--- src/rtl/hazard_unit_pkg.sv ---
// Shared pipeline definitions: register-index width, x0 constant and hazard FSM encoding.
package hazard_unit_pkg;
   localparam int REG_W = 5;
   localparam logic [REG_W-1:0] REG_ZERO = 5'd0;

   typedef enum logic {
      ST_RUN      = 1'b0,
      ST_MEM_WAIT = 1'b1
   } state_t;
endpackage

--- src/rtl/hazard_unit_if.sv ---
// Hazard-detection bundle between the pipeline datapath and the stall/flush controller.
interface hazard_unit_if #(parameter int CNT_W = 16);
   import hazard_unit_pkg::*;

   logic [REG_W-1:0] rs1D;
   logic [REG_W-1:0] rs2D;
   logic [REG_W-1:0] rdE;
   logic             memReadE;
   logic             pcSrcE;
   logic             memReqM;
   logic             memReadyM;
   logic             stallF;
   logic             stallD;
   logic             stallE;
   logic             stallM;
   logic             flushD;
   logic             flushE;
   logic             flushW;
   logic [CNT_W-1:0] stallCount;
   logic [CNT_W-1:0] flushCount;
   logic             memTimeout;

   modport master (
      output rs1D, rs2D, rdE, memReadE, pcSrcE, memReqM, memReadyM,
      input  stallF, stallD, stallE, stallM, flushD, flushE, flushW,
      input  stallCount, flushCount, memTimeout
   );

   modport slave (
      input  rs1D, rs2D, rdE, memReadE, pcSrcE, memReqM, memReadyM,
      output stallF, stallD, stallE, stallM, flushD, flushE, flushW,
      output stallCount, flushCount, memTimeout
   );
endinterface

--- src/rtl/hazard_unit_sat_counter.sv ---
// Up-counter that sticks at all-ones instead of wrapping; used for the hazard performance counters.
module sat_counter #(
   parameter int WIDTH = 16
) (
   input  logic             clk,
   input  logic             reset,
   input  logic             inc,
   input  logic             clear,
   output logic [WIDTH-1:0] count
);

   always_ff @(posedge clk or posedge reset) begin
      if (reset)
         count <= '0;
      else if (clear)
         count <= '0;
      else if (inc && (count != '1))
         count <= count + 1'b1;
   end

endmodule

--- src/rtl/hazard_unit.sv ---
// Stall/flush controller for the 5-stage pipeline: load-use, taken-branch and data-memory-wait hazards.
//
// state       | meaning
// ST_RUN      | no outstanding data-memory wait; waitCnt held at zero
// ST_MEM_WAIT | MEM access stretched by memReadyM low; waitCnt counts toward timeout
module hazard_unit
   import hazard_unit_pkg::*;
#(
   parameter int MEM_TIMEOUT = 64,
   parameter int CNT_W       = 16
) (
   input  logic         clk,
   input  logic         reset,
   hazard_unit_if.slave hu
);

   localparam int WAIT_W = $clog2(MEM_TIMEOUT + 1);
   localparam logic [WAIT_W-1:0] WAIT_MAX  = WAIT_W'(MEM_TIMEOUT);
   localparam logic [WAIT_W-1:0] WAIT_LAST = WAIT_W'(MEM_TIMEOUT - 1);

   state_t            state, state_nxt;
   logic [WAIT_W-1:0] wait_cnt;
   logic              mem_timeout;
   logic              load_use, mem_busy;
   logic              stall_f, stall_d, stall_e, stall_m;
   logic              flush_d, flush_e, flush_w;

   always_comb begin
      load_use = hu.memReadE && (hu.rdE != REG_ZERO) &&
                 ((hu.rdE == hu.rs1D) || (hu.rdE == hu.rs2D));
      mem_busy = hu.memReqM && !hu.memReadyM;
   end

   // EX is frozen during a memory wait, so branch and load-use are re-evaluated afterwards
   always_comb begin
      stall_f   = 1'b0;
      stall_d   = 1'b0;
      stall_e   = 1'b0;
      stall_m   = 1'b0;
      flush_d   = 1'b0;
      flush_e   = 1'b0;
      flush_w   = 1'b0;
      state_nxt = state;
      if (!reset) begin
         if (mem_busy) begin
            stall_f = 1'b1;
            stall_d = 1'b1;
            stall_e = 1'b1;
            stall_m = 1'b1;
            flush_w = 1'b1;
         end else if (hu.pcSrcE) begin
            flush_d = 1'b1;
            flush_e = 1'b1;
         end else if (load_use) begin
            stall_f = 1'b1;
            stall_d = 1'b1;
            flush_e = 1'b1;
         end
      end
      case (state)
         ST_RUN:      if (mem_busy) state_nxt = ST_MEM_WAIT;
         ST_MEM_WAIT: if (hu.memReadyM || !hu.memReqM) state_nxt = ST_RUN;
         default:     state_nxt = ST_RUN;
      endcase
   end

   always_ff @(posedge clk or posedge reset) begin
      if (reset)
         state <= ST_RUN;
      else
         state <= state_nxt;
   end

   // Timeout only flags the hang; the pipeline stays frozen until the memory answers or reset
   always_ff @(posedge clk or posedge reset) begin
      if (reset) begin
         wait_cnt    <= '0;
         mem_timeout <= 1'b0;
      end else if (state == ST_RUN) begin
         wait_cnt <= '0;
      end else if (mem_busy && (wait_cnt != WAIT_MAX)) begin
         wait_cnt <= wait_cnt + 1'b1;
         if (wait_cnt == WAIT_LAST)
            mem_timeout <= 1'b1;
      end
   end

   sat_counter #(.WIDTH(CNT_W)) u_stall_cnt (
      .clk   (clk),
      .reset (reset),
      .inc   (stall_f),
      .clear (1'b0),
      .count (hu.stallCount)
   );

   // flush_d is unique to the branch case, so load-use bubbles are not counted
   sat_counter #(.WIDTH(CNT_W)) u_flush_cnt (
      .clk   (clk),
      .reset (reset),
      .inc   (flush_d),
      .clear (1'b0),
      .count (hu.flushCount)
   );

   assign hu.stallF     = stall_f;
   assign hu.stallD     = stall_d;
   assign hu.stallE     = stall_e;
   assign hu.stallM     = stall_m;
   assign hu.flushD     = flush_d;
   assign hu.flushE     = flush_e;
   assign hu.flushW     = flush_w;
   assign hu.memTimeout = mem_timeout;

endmodule

--- src/flat_wrapper.sv ---
// flat-port wrapper written by rule: the top's interface ports become plain ports
module hazard_unit_flat import hazard_unit_pkg::*;
#(
   parameter int MEM_TIMEOUT = 64,
   parameter int CNT_W       = 16
)
  (clk, reset, hu_rs1D, hu_rs2D, hu_rdE, hu_memReadE, hu_pcSrcE, hu_memReqM, hu_memReadyM, hu_stallF, hu_stallD, hu_stallE, hu_stallM, hu_flushD, hu_flushE, hu_flushW, hu_stallCount, hu_flushCount, hu_memTimeout);
  hazard_unit_if #(.CNT_W(CNT_W)) hu_i ();
  input  logic clk;
  input  logic reset;
  input wire logic [$bits(hu_i.rs1D)-1:0] hu_rs1D;
  input wire logic [$bits(hu_i.rs2D)-1:0] hu_rs2D;
  input wire logic [$bits(hu_i.rdE)-1:0] hu_rdE;
  input wire logic [$bits(hu_i.memReadE)-1:0] hu_memReadE;
  input wire logic [$bits(hu_i.pcSrcE)-1:0] hu_pcSrcE;
  input wire logic [$bits(hu_i.memReqM)-1:0] hu_memReqM;
  input wire logic [$bits(hu_i.memReadyM)-1:0] hu_memReadyM;
  output wire logic [$bits(hu_i.stallF)-1:0] hu_stallF;
  output wire logic [$bits(hu_i.stallD)-1:0] hu_stallD;
  output wire logic [$bits(hu_i.stallE)-1:0] hu_stallE;
  output wire logic [$bits(hu_i.stallM)-1:0] hu_stallM;
  output wire logic [$bits(hu_i.flushD)-1:0] hu_flushD;
  output wire logic [$bits(hu_i.flushE)-1:0] hu_flushE;
  output wire logic [$bits(hu_i.flushW)-1:0] hu_flushW;
  output wire logic [$bits(hu_i.stallCount)-1:0] hu_stallCount;
  output wire logic [$bits(hu_i.flushCount)-1:0] hu_flushCount;
  output wire logic [$bits(hu_i.memTimeout)-1:0] hu_memTimeout;
  assign hu_i.rs1D = hu_rs1D;
  assign hu_i.rs2D = hu_rs2D;
  assign hu_i.rdE = hu_rdE;
  assign hu_i.memReadE = hu_memReadE;
  assign hu_i.pcSrcE = hu_pcSrcE;
  assign hu_i.memReqM = hu_memReqM;
  assign hu_i.memReadyM = hu_memReadyM;
  assign hu_stallF = hu_i.stallF;
  assign hu_stallD = hu_i.stallD;
  assign hu_stallE = hu_i.stallE;
  assign hu_stallM = hu_i.stallM;
  assign hu_flushD = hu_i.flushD;
  assign hu_flushE = hu_i.flushE;
  assign hu_flushW = hu_i.flushW;
  assign hu_stallCount = hu_i.stallCount;
  assign hu_flushCount = hu_i.flushCount;
  assign hu_memTimeout = hu_i.memTimeout;
  hazard_unit #(.MEM_TIMEOUT(MEM_TIMEOUT), .CNT_W(CNT_W)) u_core (.clk(clk), .reset(reset), .hu(hu_i));
endmodule
--- config.mk ---
export PLATFORM = sky130hd
export DESIGN_NAME = hazard_unit_flat
export DESIGN_NICKNAME = d
export VERILOG_FILES = /design/src/rtl/hazard_unit_pkg.sv /design/src/rtl/hazard_unit_if.sv /design/src/rtl/hazard_unit_sat_counter.sv /design/src/rtl/hazard_unit.sv /design/src/flat_wrapper.sv
export SDC_FILE = /design/constraint.sdc
export NUM_CORES = 1
export LEC_CHECK = 0
export BUFFER_PORTS_ARGS = -buffer_cell sky130_fd_sc_hd__buf_4
export CORE_AREA = 3 3 78 80
export CTS_CLUSTER_DIAMETER = 100
export DETAILED_ROUTE_END_ITERATION = 10
export DIE_AREA = 0 0 81 83
export GPL_TIMING_DRIVEN = 1
export PLACE_DENSITY_LB_ADDON = 0.08
export SLEW_MARGIN = 20
export SYNTH_ARGS = -nofsm -noshare
export SYNTH_HDL_FRONTEND = slang
export SYNTH_SLANG_ARGS = --single-unit
--- constraint.sdc ---
create_clock -name clk -period 2.73 [get_ports clk]
set_clock_uncertainty 0.2 [all_clocks]
set_input_delay 0.546 -clock clk [delete_from_list [all_inputs] [get_ports clk]]
set_output_delay 0.546 -clock clk [all_outputs]
set_load 0.02 [all_outputs]
Yosys cells after proc, flatten, opt, wreduce, memory -nomap -nowiden:

Cells that the tools add are included.

* $add $sub $neg: 3
* equal/unequal tests: 7
* muxes and demuxes: 16
* bitwise gates (word level): 1
* reductions and logical operators: 12

Operator list (count)
* $add 16x1->16 const B: 2
* $ne 16x16->1 const B: 2
* $mux 7: 2
* $mux 1: 13
* $eq 5x5->1: 2
* $add 7x1->7 const B: 1
* $eq 7x6->1 const B: 1
* $ne 7x7->1 const B: 1
* $logic_and 1x1->1: 6
* $reduce_bool 5->1: 1
* $reduce_and 3->1: 1
* $logic_not 1->1: 2
* $logic_or 1x1->1: 2
* $ne 2x2->1 const B: 1
* $pmux 1 s2: 1
* $not 1->1: 1

* input port bits: 21
* output and inout port bits: 40
* flip-flop bits (word level): 41
* word-level logic and storage cells: 44

Depth between registers and ports, before layout:

* depth in word-level cells: 8
* depth in mapped cells: 7
* depth with buffers taken out: 6

Modules after synthesis:

From an unflattened synthesis, not the netlist that was laid out.

* cell total of the unflattened synthesis: 273
* area total of the unflattened synthesis: 2523.7 um^2

Modules (own cells, without submodules)
* sat_counter: cells an instance 101, seq. area each 400.4 um^2, area an instance 932.1 um^2, instances 2
* hazard_unit: cells an instance 71, seq. area each 225.2 um^2, area an instance 659.4 um^2, instances 1

Least setup slack after synthesis:

Ideal clock, no wire load.

* path kind: input-to-output
* start point: in reset
* end point: out hu_stallF
* data required time: 1.984 ns
* stages on the path: 6
* path slack: -0.309 ns
* buffers on the path: 2
* arrival: 2.293 ns
* cells stage by stage: inv_1 > nand2_1 > o41a_4 > buf_6 > inv_1 > buf_4

* word-level cells in the longest chain between the ends: 1

RTL lines
* start: declaration: line flat_wrapper.sv:10 `input logic reset;`
* $mux 1
* end: declaration: line flat_wrapper.sv:18 `output wire logic [$bits(hu_i.stallF)-1:0] hu_stallF;`

No other way between the ends.

Final worst setup path:

* start point: in hu_rdE[0]
* end point: out hu_stallF

* word-level cells in the longest chain between the ends: 7
* elaborated cells on any way between the ends: 10
* classes of those cells: 2 x eq/ne; 4 x mux; 4 x reduce/logical

RTL lines
* start: declaration: line flat_wrapper.sv:13 `input wire logic [$bits(hu_i.rdE)-1:0] hu_rdE;`
* $eq 5x5->1 / $reduce_bool 5->1 (equally long branches): line hazard_unit.sv:30, hazard_unit.sv:29
* $logic_or 1x1->1 / $logic_and 1x1->1 (equally long branches): line hazard_unit.sv:30, hazard_unit.sv:29
* $logic_and 1x1->1 (*): line hazard_unit.sv:29 `load_use = hu.memReadE && (hu.rdE != REG_ZERO) &&`
* $mux 1 (*): line hazard_unit.sv:54 `end else if (load_use) begin`
* $mux 1 (*): line hazard_unit.sv:51 `end else if (hu.pcSrcE) begin`
* $mux 1 (*): line hazard_unit.sv:45 `if (mem_busy) begin`
* $mux 1 (*): line hazard_unit.sv:44 `if (!reset) begin`

Mark *: on every way between the ends. The rest lies on a longest branch, timed or not.

==> metrics <==
Util after Layout=51.46%; crit share post-route=96.66%; postcts setup bufs=0; PwrDens=586.8 nW/um^2; Slew Viols, Final=0; synthesized instance count=204; Pre-antenna DRT Iters=4; detailed placement HPWL=3.475 mm; Final Critical Period=about 2600 ps; CTS clk-pin slew, worst paths=roughly 80 ps; GP Congestion=between 0.7 and 0.8; Max-slew headroom=between 60% and 70%; Commonest cells post-synth=dfrtp_1 (41), xor2_1 (30), nand2_1 (16); first-pass GRT wire length=just under 8 mm; Post-Syn Area=2185 sq um; largest net degree at the start of global routing=42; TritonCTS buffer count=5; hold buffers post-CTS=0; layout cells sized above 1=roughly 33%; endpoints failing setup=0; # rows=27; Root Buffer=clkbuf_8; cell taking the most area after synthesis=dfrtp_1; number of port buffers=60; die area=around 6700 sq um; Mean Syn Cell Area=10.71 sq um; Crit. End Element=output port; die width=81 microns; total negative setup slack=0 ps; Top Ports=61; vias in the first global route=1672; buffer depth of the longest clock path=2; RSZ-0062 raised after global routing=false; Yosys cell types=35; Inst Count DP=between 300 and 400; TritonCTS clock tree=built; startpoint type of the worst setup path=primary input; total grt overflow=0; maxcap violations=0; H-tree lvl count=2; met2 usage=about a quarter; syn_nets=~230; Core Footprint=around 5500 sq um; crit-path max FO=6; worst slew pin tran=around 520 ps; DRC Markers=0; post-synth top area share=46.96%; vias per cell=around 4.8; Hold WS=234.9 ps; largest cells by area after synthesis=dfrtp_1 (47%), xor2_1 (12%), xnor2_1 (6.0%), nand3_1 (2.7%), nand2_1 (2.7%); WS Path Type=in -> out; CP required=roughly 2000 ps; Post-synth EDFFs=0; initial DRC count=slightly above 50; final WL=approximately 4.5 mm; post-cts sizing count=0; Hold Vio Cnt, Final=0; GRT Util Overall=around 15%; HP Class=in -> async; Skew-Pair Late Insertion Delay=290 ps; initial antenna violation count=0; met1 usage=between 20 and 25%; Synth Flop Type=dfrtp_1; sequential area share after synthesis=between 40% and 50%; Initial Util=39.92%; Leak Pwr=about 1.4 nW; Top Usage Layer GRT=met2; yosys synthesis warning count=0; Post-DRT Antenna Nets=0; top-count cell post-synth=dfrtp_1; fin nets=296; GR Util met3=approximately 4.2%; DR WL/cell=around 13 microns; Non-Filler Instances=approximately 340; Area growth, synth to finish=28.92%; maximum VDD drop=approximately 0.00044 V; asr flop ratio synth=between 90% and 100%; Synth Register Bits=41; TritonCTS Sinks=41; Max Freq=approximately 380 MHz; status=finished clean; DR vias=between 1500 and 2000; Antenna Cells=0; arrival time at the worst endpoint=1890 ps; Die Ht=between 80 and 90 microns
[state kept, by name, summed over array words and instances, names as in the netlist]
| register | cells |
|---|---|
| u_core.wait_cnt | 7 |
| u_core.state | 1 |
| u_core.u_stall_cnt.count | 16 |
| u_core.u_flush_cnt.count | 16 |
| u_core.hu.memTimeout | 1 |
[kinds of logic after synthesis]
kind of cell | share of synthesized area [%]
AND/OR/NAND/NOR | 24.51
flip-flops | 46.96
AO/OA/AOI/OAI | 2.807
buffers and inverters | 3.895
multiplexers | 1.489
adder cells (fa/ha/maj) | 2.291
XOR/XNOR | 18.04
[cell usage in the layout, fill, tap and decap left out, types with 3 or more instances in the layout]
cell	n
inv_1	7
and2_1	5
nand2_1	15
nand3_1	12
xor2_1	30
xnor2_1	15
nor2_1	12
clkbuf_8	5
nor2b_1	3
nor4b_1	4
nor4_1	4
and3_1	4
ha_1	4
dfrtp_1	41
nor3_1	7
buf_4	66
nor3_2	3
nand4_1	8
or3_1	4
[path summary, 6_finish.rpt]
| kind | end | slack, ps | cells after the start | startpoint |
|---|---|---|---|---|
| hold reg to reg | u_core.hu.memTimeout$_DFFE_PP0P_ | 280 | 1 | u_core.hu.memTimeout$_DFFE_PP0P_ |
| max in group asynchronous | u_core.u_flush_cnt.count[13]$_DFFE_PP0P_ | 1730 | 3 | reset |
| setup reg to reg | u_core.u_stall_cnt.count[5]$_DFFE_PP0P_ | 550 | 7 | u_core.u_stall_cnt.count[4]$_DFFE_PP0P_ |
| min in group clk | u_core.state$_DFF_PP0_ | 250 | 2 | hu_memReadyM |
| setup / recovery | hu_stallF | 90 | 6 | hu_rdE[0] |
| hold / removal | u_core.state$_DFF_PP0_ | 230 | 3 | reset |
[cell type report]
class,instances,area (sq um)
fill,519,2656
multi-input combinational,149,1085
sequential,41,1026
timing repair buffer,66,495.5
tap,72,90.09
clock buffer,5,68.82
inverter,8,33.78
clock inverter,3,17.52
[metal layers]
layer / wire length [microns] / share of wire (%) / vias up
li1: - / - / 831
met1: 2117 / 47 / 792
met2: 2208 / 49 / 30
met3: 179 / 4.0 / 2
met4: 14 / 0.31 / 0
met5: 0 / 0 / -
[power breakdown]
| part | internal [mW] | switching, mW |
|---|---|---|
| sequential | 0.690 | 0.120 |
| combinational | 0.213 | 0.241 |
| clock | 0.176 | 0.213 |
[worst max-delay path, cell delays in order]
cell and delay [ps]:
buf_4 120, or4_2 670, o21ai_2 170, o41a_4 180, inv_1 60, buf_4 150
[per-stage QoR]
stage	setup slack, ps	total power, mW	instance area (sq um)
global placement	76.22	1.279	2730
global route	35.02	1.756	2816
detailed placement	50.23	1.281	2730
floorplan	-1.061	1.061	2195
finish	91.15	1.653	2816
CTS	91.91	1.680	2816
Note: power is estimated with default switching activity, not from simulation.
